==> src/rtl/ps2_event_pkg.sv <==
// ps2_event_pkg: queued keyboard event layout and ps2_key bit positions
package ps2_event_pkg;
    localparam int TOG = 10;
    localparam int PRS = 9;
    localparam int EXT = 8;
    typedef struct packed {
        logic       pressed;
        logic       extended;
        logic [7:0] code;
    } ps2_event_t;
endpackage

==> src/rtl/event_fifo.sv <==
// event_fifo: show-ahead FIFO with explicit occupancy count and clear priority
module event_fifo #(
    parameter int DEPTH = 16,
    parameter int WIDTH = 10
) (
    input  logic                   clk_sys,
    input  logic                   reset_n,
    input  logic                   push,
    input  logic                   pop,
    input  logic                   clr,
    input  logic [WIDTH-1:0]       din,
    output logic [WIDTH-1:0]       dout,
    output logic [$clog2(DEPTH):0] count,
    output logic                   full,
    output logic                   empty
);
    localparam int AW = $clog2(DEPTH);
    logic [WIDTH-1:0] mem [DEPTH];
    logic [AW-1:0] wptr;
    logic [AW-1:0] rptr;
    logic do_push;
    logic do_pop;
    assign full = count == (AW+1)'(DEPTH);
    assign empty = count == '0;
    // a pop in the same cycle frees the slot, so a full FIFO still accepts the push
    assign do_push = push & ~clr & (~full | pop);
    assign do_pop = pop & ~clr & ~empty;
    assign dout = empty ? '0 : mem[rptr];
    always_ff @(posedge clk_sys)
        if (do_push) mem[wptr] <= din;
    always_ff @(posedge clk_sys or negedge reset_n)
        if (!reset_n) begin
            wptr <= '0;
            rptr <= '0;
            count <= '0;
        end else if (clr) begin
            wptr <= '0;
            rptr <= '0;
            count <= '0;
        end else begin
            wptr <= do_push ? wptr + AW'(1) : wptr;
            rptr <= do_pop ? rptr + AW'(1) : rptr;
            count <= count + (AW+1)'(do_push) - (AW+1)'(do_pop);
        end
endmodule

==> src/rtl/ps2_event_fifo.sv <==
// ps2_event_fifo: turns toggle-strobed ps2_key words into queued events with repeat filter and overflow flag
module ps2_event_fifo
    import ps2_event_pkg::*;
#(
    parameter int DEPTH = 16,
    parameter int SUPPRESS_REPEAT = 1
) (
    input  logic                   clk_sys,
    input  logic                   reset_n,
    input  logic [10:0]            ps2_key,
    input  logic                   rd,
    input  logic                   clr,
    output logic [9:0]             dout,
    output logic                   empty,
    output logic [$clog2(DEPTH):0] count,
    output logic                   overflow
);
    localparam bit SR = SUPPRESS_REPEAT != 0;
    logic armed;
    logic prev_tog;
    logic last_pressed;
    logic [8:0] last_key;
    logic ev;
    logic rep;
    logic accept;
    logic full;
    ps2_event_t ev_d;
    assign ev_d = '{pressed: ps2_key[PRS], extended: ps2_key[EXT], code: ps2_key[7:0]};
    assign ev = armed & (ps2_key[TOG] != prev_tog);
    assign rep = SR & ps2_key[PRS] & last_pressed & (last_key == ps2_key[8:0]);
    assign accept = ev & ~rep;
    always_ff @(posedge clk_sys or negedge reset_n)
        if (!reset_n) begin
            armed <= 1'b0;
            prev_tog <= 1'b0;
            last_pressed <= 1'b0;
            last_key <= '0;
            overflow <= 1'b0;
        end else begin
            armed <= 1'b1;
            prev_tog <= ps2_key[TOG];
            if (clr) begin
                last_pressed <= 1'b0;
                overflow <= 1'b0;
            end else if (accept) begin
                last_pressed <= ps2_key[PRS];
                last_key <= ps2_key[8:0];
                if (full && !rd) overflow <= 1'b1;
            end
        end
    event_fifo #(.DEPTH(DEPTH), .WIDTH(10)) u_fifo (
        .clk_sys(clk_sys),
        .reset_n(reset_n),
        .push(accept),
        .pop(rd),
        .clr(clr),
        .din(ev_d),
        .dout(dout),
        .count(count),
        .full(full),
        .empty(empty)
    );
endmodule

==> config.mk <==
export PLATFORM = sky130hd
export DESIGN_NAME = ps2_event_fifo
export DESIGN_NICKNAME = d
export VERILOG_FILES = /design/src/rtl/ps2_event_pkg.sv /design/src/rtl/event_fifo.sv /design/src/rtl/ps2_event_fifo.sv
export SDC_FILE = /design/constraint.sdc
export NUM_CORES = 1
export LEC_CHECK = 0
export BUFFER_PORTS_ARGS = -buffer_cell sky130_fd_sc_hd__buf_2
export CORE_AREA = 2 2 110 218
export DETAILED_ROUTE_END_ITERATION = 16
export DIE_AREA = 0 0 112 220
export GPL_ROUTABILITY_DRIVEN = 0
export PLACE_DENSITY = 0.61
export SETUP_SLACK_MARGIN = 0.15
export SLEW_MARGIN = 10
export SYNTH_ARGS = -nofsm -noshare
export SYNTH_HDL_FRONTEND = slang
export SYNTH_SLANG_ARGS = --single-unit
==> constraint.sdc <==
create_clock -name clk_sys -period 2.92 [get_ports clk_sys]
set_input_delay 0.292 -clock clk_sys [delete_from_list [all_inputs] [get_ports clk_sys]]
set_output_delay 0.292 -clock clk_sys [all_outputs]
set_load 0.02 [all_outputs]
# --- Word-level counts from Yosys, hierarchy flattened ---
# Memories as Yosys holds them, arrays and structs flattened.
# Index checks and enable logic that the tools add are counted.
totals:
  word_cells: 51
  register_bits: 26
  output_inout_bits: 17
  mem_count: 1
  mem_bits_rw: 160
  inputBits: 15
op_classes:
  add_sub_neg: 4
  reduce_logical: 9
  n_bitwise: 13
  muxes: 13
  n_eq_ne: 3
memory_table:
  columns: ["memory", "words", "width", "rd", "rd_clocked_by_memory_dff", "wr", "line_no", "source"]
  rows:
  - ["u_fifo.mem", 16, 10, 1, 0, 1, "event_fifo.sv:18", "logic [WIDTH-1:0] mem [DEPTH];"]
ops:
  columns: ["cell", "count"]
  rows:
  - ["two-way mux 4 bit", 4]
  - ["two-way mux 10 bit", 1]
  - ["equality test 9 bit", 1]
  - ["adder 4 x 1 -> 4 bit (second input constant)", 2]
  - ["bitwise AND 1 bit", 8]
  - ["nonzero test 2 bit", 4]
  - ["two-way mux 1 bit", 7]
  - ["adder 5 x 1 -> 5 bit", 1]
  - ["equality test 5 bit (second input constant)", 1]
  - ["zero test 5 bit", 1]
  - ["two-way mux 5 bit", 1]
  - ["subtractor 5 x 1 -> 5 bit", 1]
  - ["NOT 1 bit", 4]
  - ["AND reduction 2 bit", 2]
  - ["logical AND 1 bit", 1]
  - ["zero test 1 bit", 1]
  - ["!= test 1 bit", 1]
  - ["bitwise OR 1 bit", 1]

# --- Logic depth before layout (Yosys ltp) ---
# Gate-level depths: netlist (run 1).
depth:
  depth_word: 9
  mapped_depth: 15
  ltp_nobuf: 14

# --- Hierarchy ---
# Synthesis (run 1) repeated with hierarchy kept, for this count alone.
unflattened:
  cells_unflattened: 419
  area_unflattened_um2: 7738.7
by_module_without_submodules:
  columns: ["mod", "seq_area_each_um2", "area_each_um2", "cells_per_inst", "n_inst"]
  rows:
  - ["event_fifo", 5129.9, 7070.5, 366, 1]
  - ["ps2_event_fifo", 325.3, 668.1, 53, 1]

# --- Worst setup path before layout (run 1) ---
# OpenSTA, ideal clock, no wires.
synth_timing:
  path_kind: "register -> register"
  start: "register u_fifo.count[3]"
  end: "register u_fifo.count[4]"
  setup_ns: 0.132
  path_buffers: 0
  path_stages_with_launch: 15
  required_time_ns: 2.788
  period_less_slack_ns: 3.157
  path_slack_ns: -0.237
  t_arrival_ns: 3.025
  cell_sequence: "dfrtp_1 -> inv_1 -> ha_1 -> nor4b_1 -> nor2b_1 -> and2_1 -> ha_1 -> inv_1 -> ha_1 -> fa_1 -> a21oi_1 -> nor2_1 -> nor2_1 -> xnor2_1 -> nor2_1"
synth_via:
  elab_chain_len: 7
  word_cells_on_any_way: 10
  cone_classes: "add/sub: 2; eq/ne: 1; mux: 1; bitwise: 5; reduce/logical: 1"
synth_rtl:
  columns: ["element", "line_no", "source"]
  rows:
  - ["start, declared", "event_fifo.sv:13", "output logic [$clog2(DEPTH):0] count,"]
  - ["start signal, assigned", "event_fifo.sv:43", "count <= count + (AW+1)'(do_push) - (AW+1)'(do_pop);"]
  - ["equality test 5 bit", "event_fifo.sv:23", "assign full = count == (AW+1)'(DEPTH);"]
  - ["NOT 1 bit", "event_fifo.sv:26", "assign do_push = push & ~clr & (~full | pop);"]
  - ["bitwise OR 1 bit", "event_fifo.sv:26", null]
  - ["bitwise AND 1 bit", "event_fifo.sv:26", null]
  - ["adder 5 x 1 -> 5 bit", "event_fifo.sv:43", null]
  - ["subtractor 5 x 1 -> 5 bit (*)", "event_fifo.sv:43", null]
  - ["two-way mux 5 bit (*)", "event_fifo.sv:36", "end else if (clr) begin"]
# Mark *: on every way between the ends. The rest lies on a longest branch, timed or not.
# A chain may end at the register's enable or synchronous reset.

# --- Worst setup path after layout (run 1) ---
layout_timing:
  start: "register u_fifo.rptr[0]"
  end: "output port dout[5]"
layout_via:
  elab_chain_len: 2
layout_rtl:
  columns: ["element", "line_no", "source"]
  rows:
  - ["start, declared", "event_fifo.sv:20", "logic [AW-1:0] rptr;"]
  - ["start signal, assigned", "event_fifo.sv:42", "rptr <= do_pop ? rptr + AW'(1) : rptr;"]
  - ["memory read (16 x 10 bit)", null, null]
  - ["two-way mux 10 bit", "event_fifo.sv:28", "assign dout = empty ? '0 : mem[rptr];"]
  - ["end, declared", "ps2_event_fifo.sv:13", "output logic [9:0] dout,"]
# Every way passes these cells.

==> results.md, run 1 <==
- CTS buffer count: 17
- Die area: 0.02464 mm2
- Leak pwr: 3.239 nW
- Slew of the pin with the lowest slew margin: 1078 ps
- Diode count: 0
- Final Max Tran Viols: 0
- Slowest library cell on the worst path: mux4_2
- Syn-to-layout area delta: 19.17%
- WL/cell: 23.48 um
- Crit path max fanout: 5
- Worst Path Buf+Inv: 3
- Core box area: 0.02313 mm2
- Critical Setup Path Class: reg -> out
- Status: finished, final reports clean
- Overall global routing resource usage: 14.74%
- CTS sink count: about 190
- Dpl hpwl: 11,830 um
- Die height: between 200 and 250 um
- R2R cell count: 6
- Peak VDD IR: 0.0005078 V
- Post-route setup slack: 134.0 ps
- Dpl ws: just under 5 ps
- Synth warn: 0
- Layout Cells excl Fill: approximately 770
- Die Wd: approximately 110 um
- Nets: 496
- CTS tree: built
- Gate power share: 29.0%
- Area contributors post-synth: edfxtp_1 (61%), mux4_1 (8.3%), dfrtp_1 (8.3%)
- Pwr dens: 817.7 mW/mm2
- Most common cell after layout, fill and taps aside: edfxtp_1
- Placed cell count: between 700 and 800
- Via/cell ratio: 5.084
- R2R Path Start: last_key[7]
- Sum Neg Setup Slack: 0 ps
- Clock H-tree levels: 4
- Via Count: 3,889
- Initial core utilization: 34.10%
- Psw: 2.134 mW
- I/O pin cnt: 32
- Min-Delay Path Depth: 1
- Seq pwr share: around 40%
- CP top delay family: multiplexers
- Synth cell types: 43
- Number of global-route vias before repair: between 4,000 and 5,000
- #FFs+latches synth: 186
- Critical path arrival: about 2500 ps
- Total routed wirelength: 17,960 um
- Part of the cycle the worst path needs: 95.41%
- Rel. slew slack: 27.56%
- IO Port Bufs: 31
- Min cycle time layout: roughly 2800 ps
- Clk pin slew, worst setup/hold paths: about 70 ps
- Residual DRC: 0
- Critical Path End Type: output pin
- Clock skew: roughly 8.8 ps
- CTS Root Buffer Type: clkbuf_16
- Pint: 5.551 mW
- Mapped Nets: 414
- Final Hold Fails: 0
- Fmax: 358.9 MHz
- CP startpoint kind: flip-flop
- Cell taking the most area after synthesis: edfxtp_1
- 1st-iter DRT viols: 393
- Reg-to-reg slack, setup: 260 ps
- Sequential fraction of the synthesis area: 69.17%
- Final setup viols: 0
- Crit-path cells: buf_6 -> clkbuf_16 -> mux4_2 -> mux4_2 -> nor2b_4 -> buf_6
- Syn avg cell area: 20.38 um2
- Crit path required time: 2630 ps
- Most frequent cells in the layout: edfxtp_1 (160), mux4_2 (45), buf_4 (36), dfrtp_1 (23), buf_2 (22)
- Worst min path class: in -> reg
- WHS Endpoint: u_fifo.mem[4][1]
- Clock Tree Buf Depth: 2
- Largest net degree at the start of global routing: 41
- Final Core Density: 40.63%
- Clock network fraction of total power: 31.3%
- Initial antenna violation count: 0
- Layout cells sized above 1: 39.00%
- Post-route ant nets: 0
- Synth top area share: roughly 60%
- Post-synthesis cell area: 0.007886 mm2
- RSZ-0062 raised after global routing: true
- CP peak stage delay: 540 ps
- FP Rows: 79
- Net Sw Frac: 27.77%
- Worst-Skew Late Latency: 430 ps
- First-pass GRT wire length: 25,650 um
- Gr ovfl total: 0
- RR Endpoint: u_fifo.mem[14][9]
- Maxcap violations: 0
- Syn Inst Count: 387
- First drt pass iteration count: 4
- Hold Crit Start: ps2_key[1]
- Final total power: 7.685 mW
[logic make-up (layout without fill, tap and decap cells)]
group           count (synthesis)  count (layout)  share of synthesized area [%]
fa+ha+maj                      12              12                          1.999
flops                         186             186                          69.17
compound gates                  9               9                         0.7774
simple gates                   70              70                          5.696
mux                            63              63                          17.28
buf+inv                        28             123                          3.030
xor+xnor                       18              18                          1.999
other cells                     1               1                        0.04755
[synth_stat cells]
master / count
nor2b_1: 3
conb_1: 1
nor2_1: 14
buf_1: 2
mux2_2: 5
nor4b_1: 1
and2_1: 1
clkinv_1: 1
buf_8: 3
inv_1: 8
ha_1: 11
fa_1: 1
mux4_1: 25
or3_1: 1
xor2_1: 12
a21o_1: 1
nor3_4: 1
and3_1: 2
mux2_1: 5
or3b_2: 1
nand4_1: 2
buf_2: 1
o2111ai_1: 1
a22o_1: 1
a31oi_1: 1
mux2i_1: 3
buf_4: 2
a21oi_1: 3
nand2b_1: 4
mux4_2: 25
o211a_1: 1
dfrtp_1: 26
nand2_1: 11
nor2b_4: 10
nor4_1: 6
clkbuf_1: 2
clkbuf_8: 6
buf_6: 2
o21ai_0: 1
nor3_1: 13
edfxtp_1: 160
buf_12: 1
xnor2_1: 6
[through the flow]
stage          instance area, um2  hold slack [ps]
2_1_floorplan                7913           -3.591
6_report                     9398            163.2
3_3_place_gp                 8557            348.3
3_5_place_dp                 8557            358.2
5_1_grt                      9398            139.0
4_1_cts                      9275            142.1
[power groups by stage]
| stage | logic, mW | registers [mW] | clock network, mW |
|---|---|---|---|
| CTS | 1.94 | 3.05 | 2.46 |
| global placement | 1.80 | 3.11 | 0 |
| finish | 2.23 | 3.05 | 2.41 |
| floorplan | 1.38 | 3.11 | 0 |
| detailed placement | 1.81 | 3.11 | 0 |
| global route | 2.39 | 3.06 | 2.56 |
[layout make-up]
| type | count | area (um2) |
|---|---|---|
| Tap cell | 283 | 354.1 |
| Timing Repair Buffer | 82 | 744.5 |
| Clock buffer | 17 | 425.4 |
| Sequential cell | 186 | 5459 |
| Inverter | 9 | 33.78 |
| Fill cell | 2058 | 13730 |
| Clock inverter | 15 | 198.9 |
| Multi-Input combinational cell | 173 | 2182 |
[flip-flops by register name, indices dropped and copies added, names as in the netlist]
register,count
armed,1
last_key,9
last_pressed,1
overflow,1
prev_tog,1
u_fifo.count,5
u_fifo.mem,160
u_fifo.rptr,4
u_fifo.wptr,4
[how the worst max path moves through the flow]
stage               depth (start not counted)         endpoint  slack [ps]             from
global placement                           13  u_fifo.count[4]         -30       ps2_key[8]
CTS                                         6          dout[1]          80   u_fifo.rptr[0]
floorplan                                  14  u_fifo.count[4]         150  u_fifo.count[2]
finish                                      6          dout[5]         130   u_fifo.rptr[0]
global route                                7          dout[0]          60   u_fifo.rptr[0]
detailed placement                         13  u_fifo.count[4]           5       ps2_key[8]
[layer usage]
| layer | vias to the layer above | global-route usage [%] | part of all wire, % |
|---|---|---|---|
| li1 | 1713 | - | - |
| met1 | 2046 | 15.56 | 36 |
| met2 | 114 | 28.18 | 58 |
| met3 | 16 | 2.503 | 3.8 |
| met4 | 0 | 6.829 | 2.1 |
| met5 | - | 0 | 0 |
[repair_timing]
item	4_1_cts	5_1_grt
hold buffers	2	0
hold endpoints to repair	27	0
gates resized for setup	8	43
endpoints found under the setup margin	11	17
gates cloned	1	4
buffers inserted	4	3
Note: power is estimated with default switching activity, not from simulation.
==> inputs of run 2 (changes only) <==
--- a/config.mk
+++ b/config.mk
@@ -5,6 +5,7 @@
 export SDC_FILE = /design/constraint.sdc
 export NUM_CORES = 1
 export LEC_CHECK = 0
+export ABC_AREA = 1
 export BUFFER_PORTS_ARGS = -buffer_cell sky130_fd_sc_hd__buf_2
 export CORE_AREA = 2 2 110 218
 export DETAILED_ROUTE_END_ITERATION = 16
==> run 2 against run 1 <==
Effect of this change: via count is 34% higher; core utilization down 0.55 points; sequential cell count unchanged; clock skew decreased by 2.1 ps; non-clock buffer count down 5; critical path type is now reg -> reg.
==> results.md, run 2 <==
- Status: finished, final reports clean
- Syn avg cell area: 12.12 um2 (-41%)
- Die height: 220 um (unchanged)
- Hold WS: 129.6 ps (-33.60 ps)
- Diode count: 0 (unchanged)
- Maxcap violations: 0 (unchanged)
- Main synth FF type: edfxtp_1
- Top flop regs: u_fifo.mem x160, last_key x9, u_fifo.count x5
- CP top delay family: adder cells
- Post-synthesis cell area: 0.007878 mm2 (-0.11%)
- Number of flip-flops in the largest register: 160 (unchanged)
- Layout cells sized above 1: 18.56% (-20 points)
- 1st-iter DRT viols: 555 (+41%)
- CTS buffer count: 17 (unchanged)
- Die area: 0.02464 mm2 (unchanged)
- Total routed wirelength: 20,050 um (+12%)
- Cell taking the most area after synthesis: edfxtp_1
- Commonest cells post-synth: edfxtp_1 (160), nor2_1 (107), o21ai_0 (87)
- Crit path max fanout: 3 (-2)
- Clock H-tree levels: 4 (unchanged)
- Final Hold Fails: 0 (unchanged)
- Syn Inst Count: 650 (+68%)
- Synth top area share: 60.99% (+0.068 points)
- Final Max Tran Viols: 0 (unchanged)
- Worst min path class: in -> reg
- EDFF count, synth: 160 (unchanged)
- Number of global-route vias before repair: 5,198 (+26%)
- Dpl ws: 205.1 ps (+200.3 ps)
- Crit-path cells: inv_2 -> ha_4 -> nand2_4 -> nor2_4 -> nand2_2 -> nand2_2 -> inv_2 -> nand2_2 -> inv_2 -> ha_4 -> inv_1 -> ha_2 -> fa_2 -> nand2_2 -> inv_2 -> nor2_2 -> nor2_1 -> nor2_1 -> xor2_1 -> nor2_1
- Initial antenna violation count: 0 (unchanged)
- Rel. slew slack: 58.51% (+31 points)
- CTS tree: built
- Post-route setup slack: 294.0 ps (+160.0 ps)
- Clk pin slew, worst setup/hold paths: 70 ps (about the same)
- Fmax: 380.8 MHz (+6.1%)
- Via Count: 5,205 (+34%)
- Worst-Skew Late Latency: 430 ps (about the same)
- Clock Tree Buf Depth: 2 (unchanged)
- First drt pass iteration count: 7 (+3)
- Overall global routing resource usage: 16.65% (+1.9 points)
- Min cycle time layout: 2626 ps (-160.0 ps)
- CP peak stage delay: 400 ps (-140 ps)
- Most frequent cells in the layout: edfxtp_1 (160), nor2_1 (105), o21ai_0 (87), nand2_1 (49), buf_4 (42)
- Critical Setup Path Class: reg -> reg
- Pwr dens: 806.4 mW/mm2 (-1.4%)
- Leak pwr: 3.384 nW (+4.5%)
- Syn-to-layout area delta: 17.69%
- Crit path required time: 3240 ps (+610 ps)
- FP Rows: 79 (unchanged)
- Peak VDD IR: 0.0005714 V (+13%)
- Synth warn: 0 (unchanged)
- Sum Neg Setup Slack: 0 ps (unchanged)
- Post-synthesis async set-or-reset flop share: 13.98% (unchanged)
- I/O pin cnt: 32 (unchanged)
- Slowest library cell on the worst path: dfrtp_1
- Via/cell ratio: 5.179 (+1.9%)
- Post-route ant nets: 0 (unchanged)
- IO Port Bufs: 31 (unchanged)
- Nets: 736 (+48%)
- Residual DRC: 0 (unchanged)
- CTS Root Buffer Type: clkbuf_16
- First-pass GRT wire length: 30,060 um (+17%)
- Final Core Density: 40.08% (-0.55 points)
- Worst Path Buf+Inv: 5 (+2)
- Synth cell types: 35 (-19%)
- #FFs+latches synth: 186 (unchanged)
- Gr ovfl total: 0 (unchanged)
- Most flops, register: u_fifo.mem
- Largest net degree at the start of global routing: 51 (+24%)
- Most frequent cell after synthesis: edfxtp_1
- CTS sink count: 186 (unchanged)
- Part of the cycle the worst path needs: 89.93% (-5.5 points)
- Critical Path End Type: flip-flop
- Clock skew: 6.665 ps (-2.111 ps)
- Die Wd: 112 um (unchanged)
- Mapped Nets: 677 (+64%)
- Final setup viols: 0 (unchanged)
- Initial core utilization: 34.06% (-0.038 points)
- Slew of the pin with the lowest slew margin: 622.4 ps (-455.9 ps)
- CP startpoint kind: flip-flop
- WL/cell: 19.95 um (-15%)
- RSZ-0062 raised after global routing: false
- Area contributors post-synth: edfxtp_1 (61%), dfrtp_1 (8.3%), o21ai_0 (5.5%)
- Core box area: 0.02313 mm2 (unchanged)
- Most common cell after layout, fill and taps aside: edfxtp_1
- Filler cells: 2,240 (+8.8%)
- Sequential fraction of the synthesis area: 69.25% (+0.077 points)
- Critical path arrival: 2950 ps (+460 ps)
- Dpl hpwl: 13,500 um (+14%)
run 2: final timing paths:
path | from | end | slack, ps | depth (start not counted)
min in group asynchronous | reset_n | u_fifo.wptr[0] | 420 | 2
worst min-delay path | ps2_key[3] | u_fifo.mem[2][3] | 130 | 1
worst max register to register | u_fifo.count[2] | u_fifo.count[4] | 290 | 20
worst min register to register | overflow | overflow | 480 | 2
worst max-delay path | u_fifo.count[2] | u_fifo.count[4] | 290 | 20
max in group asynchronous | reset_n | u_fifo.rptr[0] | 2050 | 2
run 2: metal layers:
| layer | GRT usage [%] | part of all wire, % | vias to the layer above | routed length, um |
|---|---|---|---|---|
| met1 | 16.67 | 36 | 2601 | 7240 |
| met2 | 33.15 | 58 | 121 | 11660 |
| met5 | 0 | 0 | - | 0 |
| met4 | 7.561 | 3.4 | 0 | 684 |
| met3 | 2.503 | 2.3 | 31 | 471 |
| li1 | - | - | 2452 | - |
run 2: area by class of cell:
class	count	area [um2]	share of cell area [%]
clock inverter	13	196.4	2.119
inverter	41	155.1	1.673
tap	283	354.1	3.819
clock buffer	19	452.9	4.885
multi-input combinational	386	2126	22.93
timing repair buffer	77	530.5	5.722
sequential	186	5456	58.85
run 2: logic make-up (layout without fill, tap and decap cells):
| kind of cell | after synthesis | in the layout | share of synthesized area, % |
|---|---|---|---|
| AND/OR/NAND/NOR | 216 | 216 | 11.96 |
| flip-flops | 186 | 186 | 69.25 |
| buffers and inverters | 78 | 150 | 4.606 |
| AO/OA/AOI/OAI | 151 | 151 | 11.47 |
| other | 1 | 1 | 0.04760 |
| adder cells (fa/ha/maj) | 12 | 12 | 2.001 |
| XOR/XNOR | 6 | 6 | 0.6672 |
run 2: where the power goes:
group	switching (mW)	internal (mW)
Sequential	0.0598	2.96
Combinational	1.30	0.646
Clock	0.953	1.56
Total	2.31	5.17
run 2: metrics by stage:
stage,std cells,instance area (um2),total power [mW]
3_3_place_gp,968,8513,4.902
3_5_place_dp,968,8513,4.915
4_1_cts,1002,9183,7.412
6_report,1005,9271,7.477
5_1_grt,1005,9271,7.823
2_1_floorplan,650,7878,4.243
run 2: repair_timing:
| action | in CTS | in global routing |
|---|---|---|
| endpoints found under the hold margin | 27 | 0 |
| hold buffers | 2 | 0 |
| endpoints found under the setup margin | 0 | 1 |
| setup buffers | 0 | 3 |
| gates resized for setup | 0 | 20 |
==> inputs of run 3 (changes only) <==
--- a/config.mk
+++ b/config.mk
@@ -11,7 +11,7 @@
 export DETAILED_ROUTE_END_ITERATION = 16
 export DIE_AREA = 0 0 112 220
 export GPL_ROUTABILITY_DRIVEN = 0
-export PLACE_DENSITY = 0.61
+export PLACE_DENSITY = 0.59
 export SETUP_SLACK_MARGIN = 0.15
 export SLEW_MARGIN = 10
 export SYNTH_ARGS = -nofsm -noshare
==> constraint.sdc (replaced) <==
create_clock -name clk_sys -period 2.6 [get_ports clk_sys]
set_input_delay 0.26 -clock clk_sys [delete_from_list [all_inputs] [get_ports clk_sys]]
set_output_delay 0.26 -clock clk_sys [all_outputs]
set_load 0.02 [all_outputs]
==> run 3 against run 2 <==
Effect of this change: the run now ends with negative setup slack left; non-clock buffer count rose by 54; total power rose by 23%; worst setup slack got worse by 340 ps; clock power fell by 3%; routed wire length rose by 9.9%; cell area rose by 8.5%; largest cell class unchanged; worst hold slack got worse by 43 ps; via count rose by 6.8%; first-iteration DRC count fell by 25%; critical endpoint unchanged; register-to-register slack got worse by 340 ps; final cell count rose by 5.4%.
==> results.md, run 3 (same netlist as run 2, synthesis figures left out) <==
- Seq pwr share: 37.0% (-3.4 points)
- Pint: 6.161 mW (+19%)
- CTS Root Buffer Type: clkbuf_16
- Peak VDD IR: 0.0005766 V (+0.91%)
- Pwr dens: 915.0 mW/mm2 (+13%)
- Top flop regs: u_fifo.mem x160, last_key x9, u_fifo.count x5
- Gate power share: 36.5% (+10 points)
- Placed cell count: 982 (+1.4%)
- Final setup viols: 3 (+3)
- Post-route setup slack: -46.62 ps (-340.6 ps)
- Clock skew: 8.504 ps (+1.839 ps)
- Clock network fraction of total power: 26.5% (-7.1 points)
- First-pass GRT wire length: 30,410 um (+1.1%)
- Rel. slew slack: 56.70% (-1.8 points)
- Overall global routing resource usage: 16.69% (+0.037 points)
- Maxcap violations: 0 (unchanged)
- Core box area: 0.02313 mm2 (unchanged)
- Met1 global-route usage: 16.42% (-0.25 points)
- 1st-iter DRT viols: 415 (-25%)
- Psw: 3.044 mW (+32%)
- Critical Setup Path Class: reg -> reg
- Die area: 0.02464 mm2 (unchanged)
- Die Wd: 112 um (unchanged)
- Die height: 220 um (unchanged)
- Initial antenna violation count: 0 (unchanged)
- WL/cell: 20.82 um (+4.3%)
- Final Max Tran Viols: 0 (unchanged)
- Diode count: 0 (unchanged)
- CTS tree: built
- Via/cell ratio: 5.248 (+1.3%)
- Failing checks: negative setup slack
- RSZ-0062 raised after global routing: true
- Net Sw Frac: 33.07% (+2.2 points)
- CTS sink count: 186 (unchanged)
- Slew of the pin with the lowest slew margin: 649.6 ps (+27.17 ps)
- Hold WS: 86.29 ps (-43.35 ps)
- Most common cell after layout, fill and taps aside: edfxtp_1
- Crit path required time: 2920 ps (-320 ps)
- Post-route ant nets: 0 (unchanged)
- GR met2 Demand/Resource: 32.10% (-1.1 points)
- IO Port Bufs: 31 (unchanged)
- R2R Path Start: u_fifo.count[3]
- Critical path arrival: 2970 ps (+20 ps)
- Layout cells sized above 1: 28.22% (+9.7 points)
- Status: finished, violations left
- Worst min path class: in -> reg
- Largest net degree at the start of global routing: 45 (-12%)
- RR Endpoint: u_fifo.count[4]
- Min-Delay Path Depth: 3 (+2)
- Dpl hpwl: 13,210 um (-2.2%)
- Min cycle time layout: 2647 ps (+20.65 ps)
- Hold Crit Start: ps2_key[7]
- Final Hold Fails: 0 (unchanged)
- Total routed wirelength: 22,040 um (+9.9%)
- Gr ovfl total: 0 (unchanged)
- Fmax: 377.8 MHz (-0.78%)
- WHS Endpoint: last_key[7]
- Critical Path End Type: flip-flop
- I/O pin cnt: 32 (unchanged)
- Placed Area: 0.008646 mm2 (+1.6%)
- Worst-Skew Late Latency: 440 ps (about the same)
- FP Rows: 79 (unchanged)
- Clock Tree Buf Depth: 2 (unchanged)
- Most frequent cells in the layout: edfxtp_1 (160), nor2_1 (101), o21ai_0 (72), buf_4 (69), nand2_1 (49)
- First drt pass iteration count: 5 (-2)
- Layout Cells excl Fill: 1,059 (+5.4%)
- Number of global-route vias before repair: 5,404 (+4.0%)
- Reg-to-reg slack, setup: -50 ps (-340 ps)
- Initial core utilization: 34.06% (unchanged)
- Design area: 0.01006 mm2 (+8.5%)
- Clk pin slew, worst setup/hold paths: 70 ps (about the same)
- Nets: 790 (+7.3%)
- GR Util met3: 2.640% (+0.14 points)
- Part of the cycle the worst path needs: 101.8% (+12 points)
- CP startpoint kind: flip-flop
- R2R cell count: 20 (unchanged)
- Number of flip-flops in the largest register: 160 (unchanged)
- Most flops, register: u_fifo.mem
- Leak pwr: 3.722 nW (+10%)
- CTS buffer count: 17 (unchanged)
- Via Count: 5,558 (+6.8%)
- Residual DRC: 0 (unchanged)
- Final Core Density: 43.50% (+3.4 points)
- Crit path max fanout: 2 (-1)
- Clock H-tree levels: 4 (unchanged)
- Syn-to-layout area delta: 27.72%
- Gr busiest metal: met2
==> run 3: changes by cell type in the layout (fill, tap and decap cells not counted), moves of 5 or more <==
cell       change
buf_12         +5
o221ai_1       -5
o221ai_2       +5
buf_2          -6
o21ai_1        +7
a21oi_2        +6
buf_6         +17
o21ai_0       -15
a21oi_1        -7
o21ai_2        +8
clkbuf_16      +7
buf_4         +27
==> run 3: timing repair <==
| action | CTS | global route |
|---|---|---|
| hold buffers | 2 | 0 |
| resized for setup | 11 | 86 |
| hold endpoints to repair | 27 | 0 |
| setup endpoints to repair | 8 | 14 |
| cloned | 1 | 12 |
| buffers inserted | 18 | 12 |
| pin swaps | 3 | 41 |
==> run 3: cell type report <==
type                            count  area (um2)
Clock buffer                       20       436.7
Clock inverter                     12       115.1
Fill cell                        2131       13070
Inverter                           41       165.2
Multi-Input combinational cell    386        2276
Sequential cell                   186        5459
Tap cell                          283       354.1
Timing Repair Buffer              131        1255
==> run 3: per-stage QoR <==
| step | power, mW | setup TNS [ps] | worst slack [ps] |
|---|---|---|---|
| floorplan | 4.774 | 0 | 94.76 |
| global placement | 5.545 | 0 | 28.28 |
| detailed placement | 5.569 | -9.600 | -9.600 |
| CTS | 8.294 | 0 | 31.69 |
| global route | 9.586 | -339.7 | -159.1 |
| finish | 9.205 | -107.2 | -46.62 |
==> run 3: routing by layer <==
metal  part of all wire, %  vias to the layer above
met2                    58                      181
met4                   5.1                        0
li1                      -                     2567
met3                   3.3                       61
met1                    34                     2749
met5                     0                        -
==> run 3: how the worst max path moves through the flow <==
stage               startpoint               to  slack (ps)  cells past startpoint
6_report       u_fifo.count[3]  u_fifo.count[4]         -50                     20
5_1_grt        u_fifo.count[3]  u_fifo.count[4]        -160                     20
4_1_cts        u_fifo.count[2]  u_fifo.count[4]          30                     20
3_5_place_dp   u_fifo.count[3]  u_fifo.count[4]         -10                     20
3_3_place_gp   u_fifo.count[2]  u_fifo.count[4]          30                     20
2_1_floorplan  u_fifo.count[2]  u_fifo.count[4]          90                     20
==> run 3: worst max-delay path, stage by stage (launching register included) <==
cell and delay, ps:
dfrtp_2 410, inv_2 80, ha_4 130, nand2_2 50, nor2_1 100, nand2_1 90, nand2_2 100, inv_2 50
nand2_2 50, inv_2 50, ha_4 250, inv_2 40, ha_4 150, fa_2 390, nand2_2 70, inv_2 40
nor2_2 90, nor2_1 50, nor2_1 130, xor2_1 150, nor2_1 60
==> run 3: power by group through the flow <==
stage | clock (mW) | combinational, mW | sequential (mW)
2_1_floorplan | 0 | 1.29 | 3.48
3_3_place_gp | 0 | 2.09 | 3.45
3_5_place_dp | 0 | 2.11 | 3.46
4_1_cts | 2.48 | 2.42 | 3.40
5_1_grt | 2.58 | 3.59 | 3.41
6_report | 2.44 | 3.36 | 3.41
